File: src/rtl/jam_pkg.sv
// Shared types and elaboration-time helpers for the exhaustive assignment search.
package jam_pkg;

  localparam int unsigned MAX_ORD_W = 24;

  typedef enum logic [1:0] {IDLE, LOAD, CALC, DONE} jam_state_e;

  function automatic int unsigned f_iw(input int unsigned n);
    return (n <= 2) ? 1 : $clog2(n);
  endfunction

  function automatic int unsigned f_sw(input int unsigned n, input int unsigned cw);
    int unsigned m;
    m = (32'd1 << cw) - 32'd1;
    return $clog2(n * m + 32'd1);
  endfunction

  function automatic int unsigned f_fact(input int unsigned n);
    int unsigned r;
    r = 1;
    for (int unsigned i = 2; i <= n; i++) r = r * i;
    return r;
  endfunction

  // Identity order packed at iw bits per worker; caller truncates to N*iw.
  function automatic logic [MAX_ORD_W-1:0] f_identity(input int unsigned n, input int unsigned iw);
    logic [MAX_ORD_W-1:0] r;
    r = '0;
    for (int unsigned p = 0; p < n; p++) r = r | (MAX_ORD_W'(p) << (p * iw));
    return r;
  endfunction

endpackage

File: src/rtl/jam_next_perm.sv
// Combinational successor of a packed permutation in lexicographic order.
module jam_next_perm #(
  parameter int unsigned N  = 8,
  parameter int unsigned IW = 3
) (
  input  logic [N*IW-1:0] order_i,
  output logic [N*IW-1:0] next_o,
  output logic            is_last_o
);

  logic [IW-1:0] a [N];
  logic [IW-1:0] b [N];
  int            piv;
  int            succ;
  logic          found;

  // Pivot = rightmost ascent; swap with rightmost larger element, then reverse the tail.
  always_comb begin
    found  = 1'b0;
    piv    = 0;
    succ   = 0;
    next_o = '0;
    for (int p = 0; p < N; p++) a[p] = order_i[p*IW +: IW];
    for (int p = 0; p < N - 1; p++) begin
      if (a[p] < a[p+1]) begin
        found = 1'b1;
        piv   = p;
      end
    end
    for (int p = 0; p < N; p++) begin
      if ((p > piv) && (a[p] > a[piv])) succ = p;
    end
    b       = a;
    b[piv]  = a[succ];
    b[succ] = a[piv];
    for (int p = 0; p < N; p++) begin
      if (p > piv) next_o[p*IW +: IW] = b[N + piv - p];
      else         next_o[p*IW +: IW] = b[p];
    end
    is_last_o = ~found;
  end

endmodule

File: src/rtl/jam_perm_search.sv
// Brute-force assignment solver: loads an N x N cost matrix, scores every
// permutation and reports the best total, its multiplicity and first best order.
module jam_perm_search
  import jam_pkg::*;
#(
  parameter  int unsigned N   = 8,
  parameter  int unsigned CW  = 7,
  parameter  int unsigned MCW = 16,
  localparam int unsigned IW  = f_iw(N),
  localparam int unsigned SW  = f_sw(N, CW)
) (
  input  logic            CLK,
  input  logic            RST,
  input  logic            Start,
  input  logic            Mode,
  output logic [IW-1:0]   W,
  output logic [IW-1:0]   J,
  input  logic [CW-1:0]   Cost,
  output logic            Busy,
  output logic            Valid,
  output logic [SW-1:0]   MinCost,
  output logic [MCW-1:0]  MatchCount,
  output logic [N*IW-1:0] BestOrder
);

  localparam int unsigned OW       = N * IW;
  localparam int unsigned CNTW     = $clog2(N * N + 1);
  localparam int unsigned NPERM    = f_fact(N);
  localparam logic [OW-1:0] ID_ORD = OW'(f_identity(N, IW));
  localparam logic [IW-1:0] LAST   = IW'(N - 1);

  if (MCW < $clog2(NPERM + 1)) begin : g_mcw_check
    $error("MCW too narrow for N! matches");
  end

  jam_state_e      state_q, state_d;
  logic [CNTW-1:0] cnt_q, cnt_d;
  logic [IW-1:0]   w_q, w_d, j_q, j_d;
  logic [IW-1:0]   cw_q, cw_d, cj_q, cj_d;
  logic            mode_q, mode_d;
  logic [IW-1:0]   k_q, k_d;
  logic [SW-1:0]   acc_q, acc_d;
  logic [OW-1:0]   ord_q, ord_d;
  logic            first_q, first_d;
  logic [SW-1:0]   rbest_q, rbest_d;
  logic [MCW-1:0]  rcnt_q, rcnt_d;
  logic [OW-1:0]   rord_q, rord_d;
  logic            busy_q, busy_d, valid_q, valid_d;
  logic [SW-1:0]   min_q, min_d;
  logic [MCW-1:0]  mcnt_q, mcnt_d;
  logic [OW-1:0]   bord_q, bord_d;

  logic [CW-1:0]   mat_q [N][N];
  logic            mat_we_c;
  logic [CW-1:0]   ent_c;
  logic [SW-1:0]   sum_c;
  logic            better_c;
  logic [OW-1:0]   next_c;
  logic            last_c;

  jam_next_perm #(.N(N), .IW(IW)) u_next (
    .order_i  (ord_q),
    .next_o   (next_c),
    .is_last_o(last_c)
  );

  // Full-width sum of the permutation in flight, including this cycle's entry.
  assign ent_c    = mat_q[k_q][ord_q[k_q*IW +: IW]];
  assign sum_c    = acc_q + SW'(ent_c);
  assign better_c = mode_q ? (sum_c > rbest_q) : (sum_c < rbest_q);

  always_comb begin
    state_d  = state_q;
    cnt_d    = cnt_q;
    w_d      = w_q;
    j_d      = j_q;
    cw_d     = cw_q;
    cj_d     = cj_q;
    mode_d   = mode_q;
    k_d      = k_q;
    acc_d    = acc_q;
    ord_d    = ord_q;
    first_d  = first_q;
    rbest_d  = rbest_q;
    rcnt_d   = rcnt_q;
    rord_d   = rord_q;
    busy_d   = busy_q;
    valid_d  = valid_q;
    min_d    = min_q;
    mcnt_d   = mcnt_q;
    bord_d   = bord_q;
    mat_we_c = 1'b0;

    unique case (state_q)
      IDLE, DONE: begin
        if (Start) begin
          state_d = LOAD;
          cnt_d   = '0;
          w_d     = '0;
          j_d     = '0;
          mode_d  = Mode;
          busy_d  = 1'b1;
          valid_d = 1'b0;
        end
      end
      LOAD: begin
        // Cost arrives one cycle after its address, so capture uses the lagged index.
        cw_d     = w_q;
        cj_d     = j_q;
        cnt_d    = cnt_q + CNTW'(1);
        mat_we_c = (cnt_q != '0);
        if (j_q == LAST) begin
          j_d = '0;
          w_d = (w_q == LAST) ? '0 : w_q + IW'(1);
        end else begin
          j_d = j_q + IW'(1);
        end
        if (cnt_q == CNTW'(N * N)) begin
          state_d = CALC;
          w_d     = '0;
          j_d     = '0;
          k_d     = '0;
          acc_d   = '0;
          ord_d   = ID_ORD;
          first_d = 1'b1;
        end
      end
      CALC: begin
        if (k_q == LAST) begin
          acc_d   = '0;
          k_d     = '0;
          ord_d   = next_c;
          first_d = 1'b0;
          if (first_q || better_c) begin
            rbest_d = sum_c;
            rcnt_d  = MCW'(1);
            rord_d  = ord_q;
          end else if ((sum_c == rbest_q) && (rcnt_q != '1)) begin
            rcnt_d = rcnt_q + MCW'(1);
          end
          if (last_c) begin
            state_d = DONE;
            busy_d  = 1'b0;
            valid_d = 1'b1;
            min_d   = rbest_d;
            mcnt_d  = rcnt_d;
            bord_d  = rord_d;
          end
        end else begin
          acc_d = sum_c;
          k_d   = k_q + IW'(1);
        end
      end
      default: state_d = IDLE;
    endcase
  end

  always_ff @(posedge CLK or posedge RST) begin
    if (RST) begin
      state_q <= IDLE;
      cnt_q   <= '0;
      w_q     <= '0;
      j_q     <= '0;
      cw_q    <= '0;
      cj_q    <= '0;
      mode_q  <= 1'b0;
      k_q     <= '0;
      acc_q   <= '0;
      ord_q   <= ID_ORD;
      first_q <= 1'b0;
      rbest_q <= '0;
      rcnt_q  <= '0;
      rord_q  <= ID_ORD;
      busy_q  <= 1'b0;
      valid_q <= 1'b0;
      min_q   <= '0;
      mcnt_q  <= '0;
      bord_q  <= ID_ORD;
    end else begin
      state_q <= state_d;
      cnt_q   <= cnt_d;
      w_q     <= w_d;
      j_q     <= j_d;
      cw_q    <= cw_d;
      cj_q    <= cj_d;
      mode_q  <= mode_d;
      k_q     <= k_d;
      acc_q   <= acc_d;
      ord_q   <= ord_d;
      first_q <= first_d;
      rbest_q <= rbest_d;
      rcnt_q  <= rcnt_d;
      rord_q  <= rord_d;
      busy_q  <= busy_d;
      valid_q <= valid_d;
      min_q   <= min_d;
      mcnt_q  <= mcnt_d;
      bord_q  <= bord_d;
    end
  end

  always_ff @(posedge CLK or posedge RST) begin
    if (RST) begin
      for (int r = 0; r < N; r++)
        for (int c = 0; c < N; c++)
          mat_q[r][c] <= '0;
    end else if (mat_we_c) begin
      mat_q[cw_q][cj_q] <= Cost;
    end
  end

  assign W          = w_q;
  assign J          = j_q;
  assign Busy       = busy_q;
  assign Valid      = valid_q;
  assign MinCost    = min_q;
  assign MatchCount = mcnt_q;
  assign BestOrder  = bord_q;

endmodule

File: config.mk
export PLATFORM = sky130hd
export DESIGN_NAME = jam_perm_search
export DESIGN_NICKNAME = d
export VERILOG_FILES = /design/src/rtl/jam_pkg.sv /design/src/rtl/jam_next_perm.sv /design/src/rtl/jam_perm_search.sv
export SDC_FILE = /design/constraint.sdc
export NUM_CORES = 2
export LEC_CHECK = 0
export CORE_MARGIN = 2
export CORE_UTILIZATION = 40
export CTS_CLUSTER_SIZE = 14
export DETAILED_ROUTE_END_ITERATION = 8
export MAX_ROUTING_LAYER = met4
export PLACE_DENSITY = 0.58
export SYNTH_ARGS = -nofsm -noshare
export SYNTH_HDL_FRONTEND = slang
export SYNTH_SLANG_ARGS = --single-unit
File: constraint.sdc
create_clock -name CLK -period 32.2 [get_ports CLK]
set_clock_uncertainty 0.05 [all_clocks]
set_input_delay 6.44 -clock CLK [delete_from_list [all_inputs] [get_ports CLK]]
set_output_delay 6.44 -clock CLK [all_outputs]
set_load 0.02 [all_outputs]
==> run_results.csv <==
group,metric,value,unit
route,wirelength,88100,um
yosys,postSynthAreaPerCell,12.2,um2
global_route,grt_pass1_vias,22400,
yosys,multiplexer_share_of_the_synthesized_area,0.285,
route,route.antenna.remaining_nets,0,
yosys,synth-main-ff-cell,"dfrtp_1",
global_route,maximum_number_of_pins_on_one_net_before_global_route_repair,185,
route,drt_iter0_markers,1568,
clock_tree,post-cts-setup-buffers,0,
die,dieHeight,287,um
place,routabilityCongestion,0.943,
yosys,netlist_area,32100,um2
yosys,synthesis.instances,2622,
die,floorplan.rows,103,
power_and_ir_drop,pwr_density_cell,67.8,nW/um2
sta,remaining_max_slew_budget_at_the_tightest_pin,0.126,
job,drv_cap,0,
layout,ratio_of_cells_with_drive_above_1_in_the_final_layout,0.315,
yosys,synth_enable_flop_cells,0,
yosys,main_combinational_cell_family_by_area_after_synthesis,"multiplexers",
layout,synthToLayoutAreaGrowth,12.2,%
yosys,yosysWarnings,0,
sta,final_period_demand_of_the_worst_path,9.62,ns
critical_path,worst_setup_path_start_kind,"register",
clock_tree,cts.sink_count,610,
sta,slew_violations,0,
sta,final.setup.worst_slack,22.58,ns
worst_hold_path,hold_path.class,"reg2reg",
yosys,synth-compound-area-share,0.101,
sta,fin_worst_hold_slack,0.424,ns
die,dieArea,82500,um2
yosys,part_of_the_yosys_area_used_for_sequential_elements,0.477,
layout,post_layout_nonfiller_instances,3721,
clock_tree,clkLatencyLatePin,0.61,ns
yosys,synthAdderAreaFrac,0.0264,
critical_path,critPathRequiredTime,32.65,ns
sta,fin_crit_sh,0.299,
clock_tree,cts.clk_slew.worst_paths,0.06,ns
clock_tree,h-tree-depth,3,
sta,worst-slew-pin-transition,1.31,ns
yosys,net_count_of_the_mapped_netlist,2700,
global_route,grt_util_all_layers,0.222,
layout,design.final.nets,2693,
status,run_status,"finished, final reports clean",
power_and_ir_drop,p_leak,16.0,nW
place,dpl_worst_slack,21.98,ns
place,dp_cells,3593,
route,drc,0,
clock_tree,cts.path.max_buffers,3,
yosys,post_synth_xor_area_fraction,0.00792,
place,port_buffers,68,
clock_tree,ctsRootBufferMaster,"clkbuf_16",
critical_path,worst-path-max-fanout,39,
sta,rsz0062_at_grt,"no",
sta,max_freq,104,MHz
route,avgViaCountPerCell,5.82,
critical_path,worstSetupPathType,"reg2reg",
global_route,grt_pass1_wl,138000,um
route,via_count,21700,
critical_path,cp.arrival,10.07,ns
sta,finalHoldViolCount,0,
yosys,synth.distinct_cells,101,
clock_tree,cts_buffers,70,
place,detailed_place_hpwl,57900,um
sta,setup_violations,0,
clock_tree,cts_tree,"built",
global_route,grt_antenna_before_repair,0,
yosys,synthSimpleGateAreaFrac,0.0734,
die,start_util,0.405,
global_route,global_route.overflow_total,0,
route,avgRoutedWirePerCell,23.7,um
die,io-pin-count,69,
route,detail_route.first_pass.iterations,6,
power_and_ir_drop,vdd.ir_drop.worst,0.0946,mV
critical_path,critPathCaptureType,"register",
yosys,asyncSetResetFlopFracSynth,1.00,
yosys,synth_seq_cells,610,
clock_tree,hold_buffers,0,
power_and_ir_drop,totalPowerFinal,2.44,mW
die,floorplan.core_area,79100,um2
clock_tree,cts.repair.resized,0,
sta,setup_tns,0,ns
die,die_w,287,um
critical_path,flop2flop_setup_slack,22.58,ns
[layout make-up]
cell class                 count  area, um2
multi-input combinational   1774      15900
clock inverter                26        354
antenna                        1       2.50
fill                        7166      43100
sequential                   610      15300
clock buffer                 101       2020
tap                         1050       1310
inverter                      57        221
timing repair buffer         102        913
[cells by family after synthesis]
kind of cell               count (synthesis)
AOI/OAI and AO/OA                        477
xor gates and xnor gates                  29
adders and majority gates                 67
buffers and inverters                    238
DFF                                      610
muxes                                    683
and+or+nand+nor                          518
[power breakdown]
part / internal, mW / total (mW) / leakage [nW] / switching, mW
Sequential: 0.803 / 0.843 / 8.34 / 0.0403
Combinational: 0.301 / 0.781 / 6.48 / 0.479
Clock: 0.488 / 0.818 / 1.17 / 0.330
[metrics by stage]
step | util | instance area (um2)
global route | 0.455 | 36000
detailed placement | 0.425 | 33600
CTS | 0.455 | 36000
finish | 0.455 | 36000
global placement | 0.425 | 33600
floorplan | - | 32100
[synthesized netlist by cell type (14+ instances only)]
cell type | number | area, um2
dfrtp_1 | 574 | 14400
mux2_2 | 469 | 5280
nand2_1 | 198 | 743
nor2_1 | 167 | 627
o21ai_0 | 149 | 746
clkbuf_1 | 139 | 522
mux4_2 | 135 | 3040
a21oi_1 | 85 | 425
mux2i_1 | 76 | 761
ha_1 | 66 | 826
inv_1 | 52 | 195
a211oi_1 | 47 | 353
dfstp_2 | 36 | 946
nand3_1 | 36 | 180
buf_1 | 27 | 101
o31ai_1 | 25 | 188
nor2b_1 | 21 | 131
a31oi_1 | 16 | 100
o211ai_1 | 16 | 120
xnor2_1 | 16 | 140
a21o_1 | 14 | 105
a22o_1 | 14 | 123
[cell usage in the layout (no fill, tap or decap), types with 25 or more instances in the layout]
cell,instances
inv_1,51
mux2_2,469
clkbuf_16,71
o31ai_1,25
o21ai_0,148
dfrtp_1,571
nor2_1,167
ha_1,66
nand3_1,34
a211oi_1,47
buf_4,33
dfstp_2,36
a21oi_1,85
clkdlybuf4s50_1,61
nand2_1,198
mux4_2,135
mux2i_1,74
[state kept, by name, summed over array words and instances, names as in the netlist, 7 cells and up]
signal	cells
MatchCount	16
MinCost	10
cnt_q	7
BestOrder	24
mat_q	448
rord_q	24
ord_q	24
acc_q	10
rbest_q	10
rcnt_q	16
[worst max-delay path: stages, from the launching register on]
cell       delay [ns]
dfstp_2          0.72
clkinv_1         0.43
ha_1             0.45
a31oi_2          0.14
a211oi_4         0.39
nor2_4           0.10
buf_4            0.30
inv_2            0.08
buf_4            0.42
a21oi_1          0.14
mux2i_1          0.40
nor2_1           0.07
nor2_1           0.64
clkinv_1         0.89
ha_1             0.58
nand2_1          0.10
a2111oi_2        0.35
a311oi_1         0.14
a221oi_4         0.34
o22ai_4          0.16
nor2_2           0.24
nand4_1          0.57
nand2b_1         0.41
a32o_1           0.29
a221oi_1         0.68
nor4b_1          0.11
a211oi_1         0.25
[routing by layer]
| layer | track usage | vias to the layer above | routed length (um) |
|---|---|---|---|
| li1 | - | 9692 | - |
| met1 | 0.306 | 11200 | 40100 |
| met2 | 0.341 | 629 | 41100 |
| met3 | 0.0325 | 146 | 4530 |
| met4 | 0.0695 | 0 | 2330 |
| met5 | - | - | 0 |
[final timing paths]
check / from / end / cells after the start
setup / recovery: ord_q[7]$_DFFE_PP1P_ / ord_q[20]$_DFFE_PP1P_ / 26
hold / removal: rord_q[12]$_DFFE_PP0P_ / rord_q[12]$_DFFE_PP0P_ / 2
setup reg to reg: ord_q[7]$_DFFE_PP1P_ / ord_q[20]$_DFFE_PP1P_ / 26
hold reg to reg: rord_q[12]$_DFFE_PP0P_ / rord_q[12]$_DFFE_PP0P_ / 2
max in group asynchronous: RST / mat_q[54]$_DFFE_PP0P_ / 5
min in group asynchronous: RST / rcnt_q[11]$_DFFE_PP0P_ / 2
Note: power is estimated with default switching activity, not from simulation.
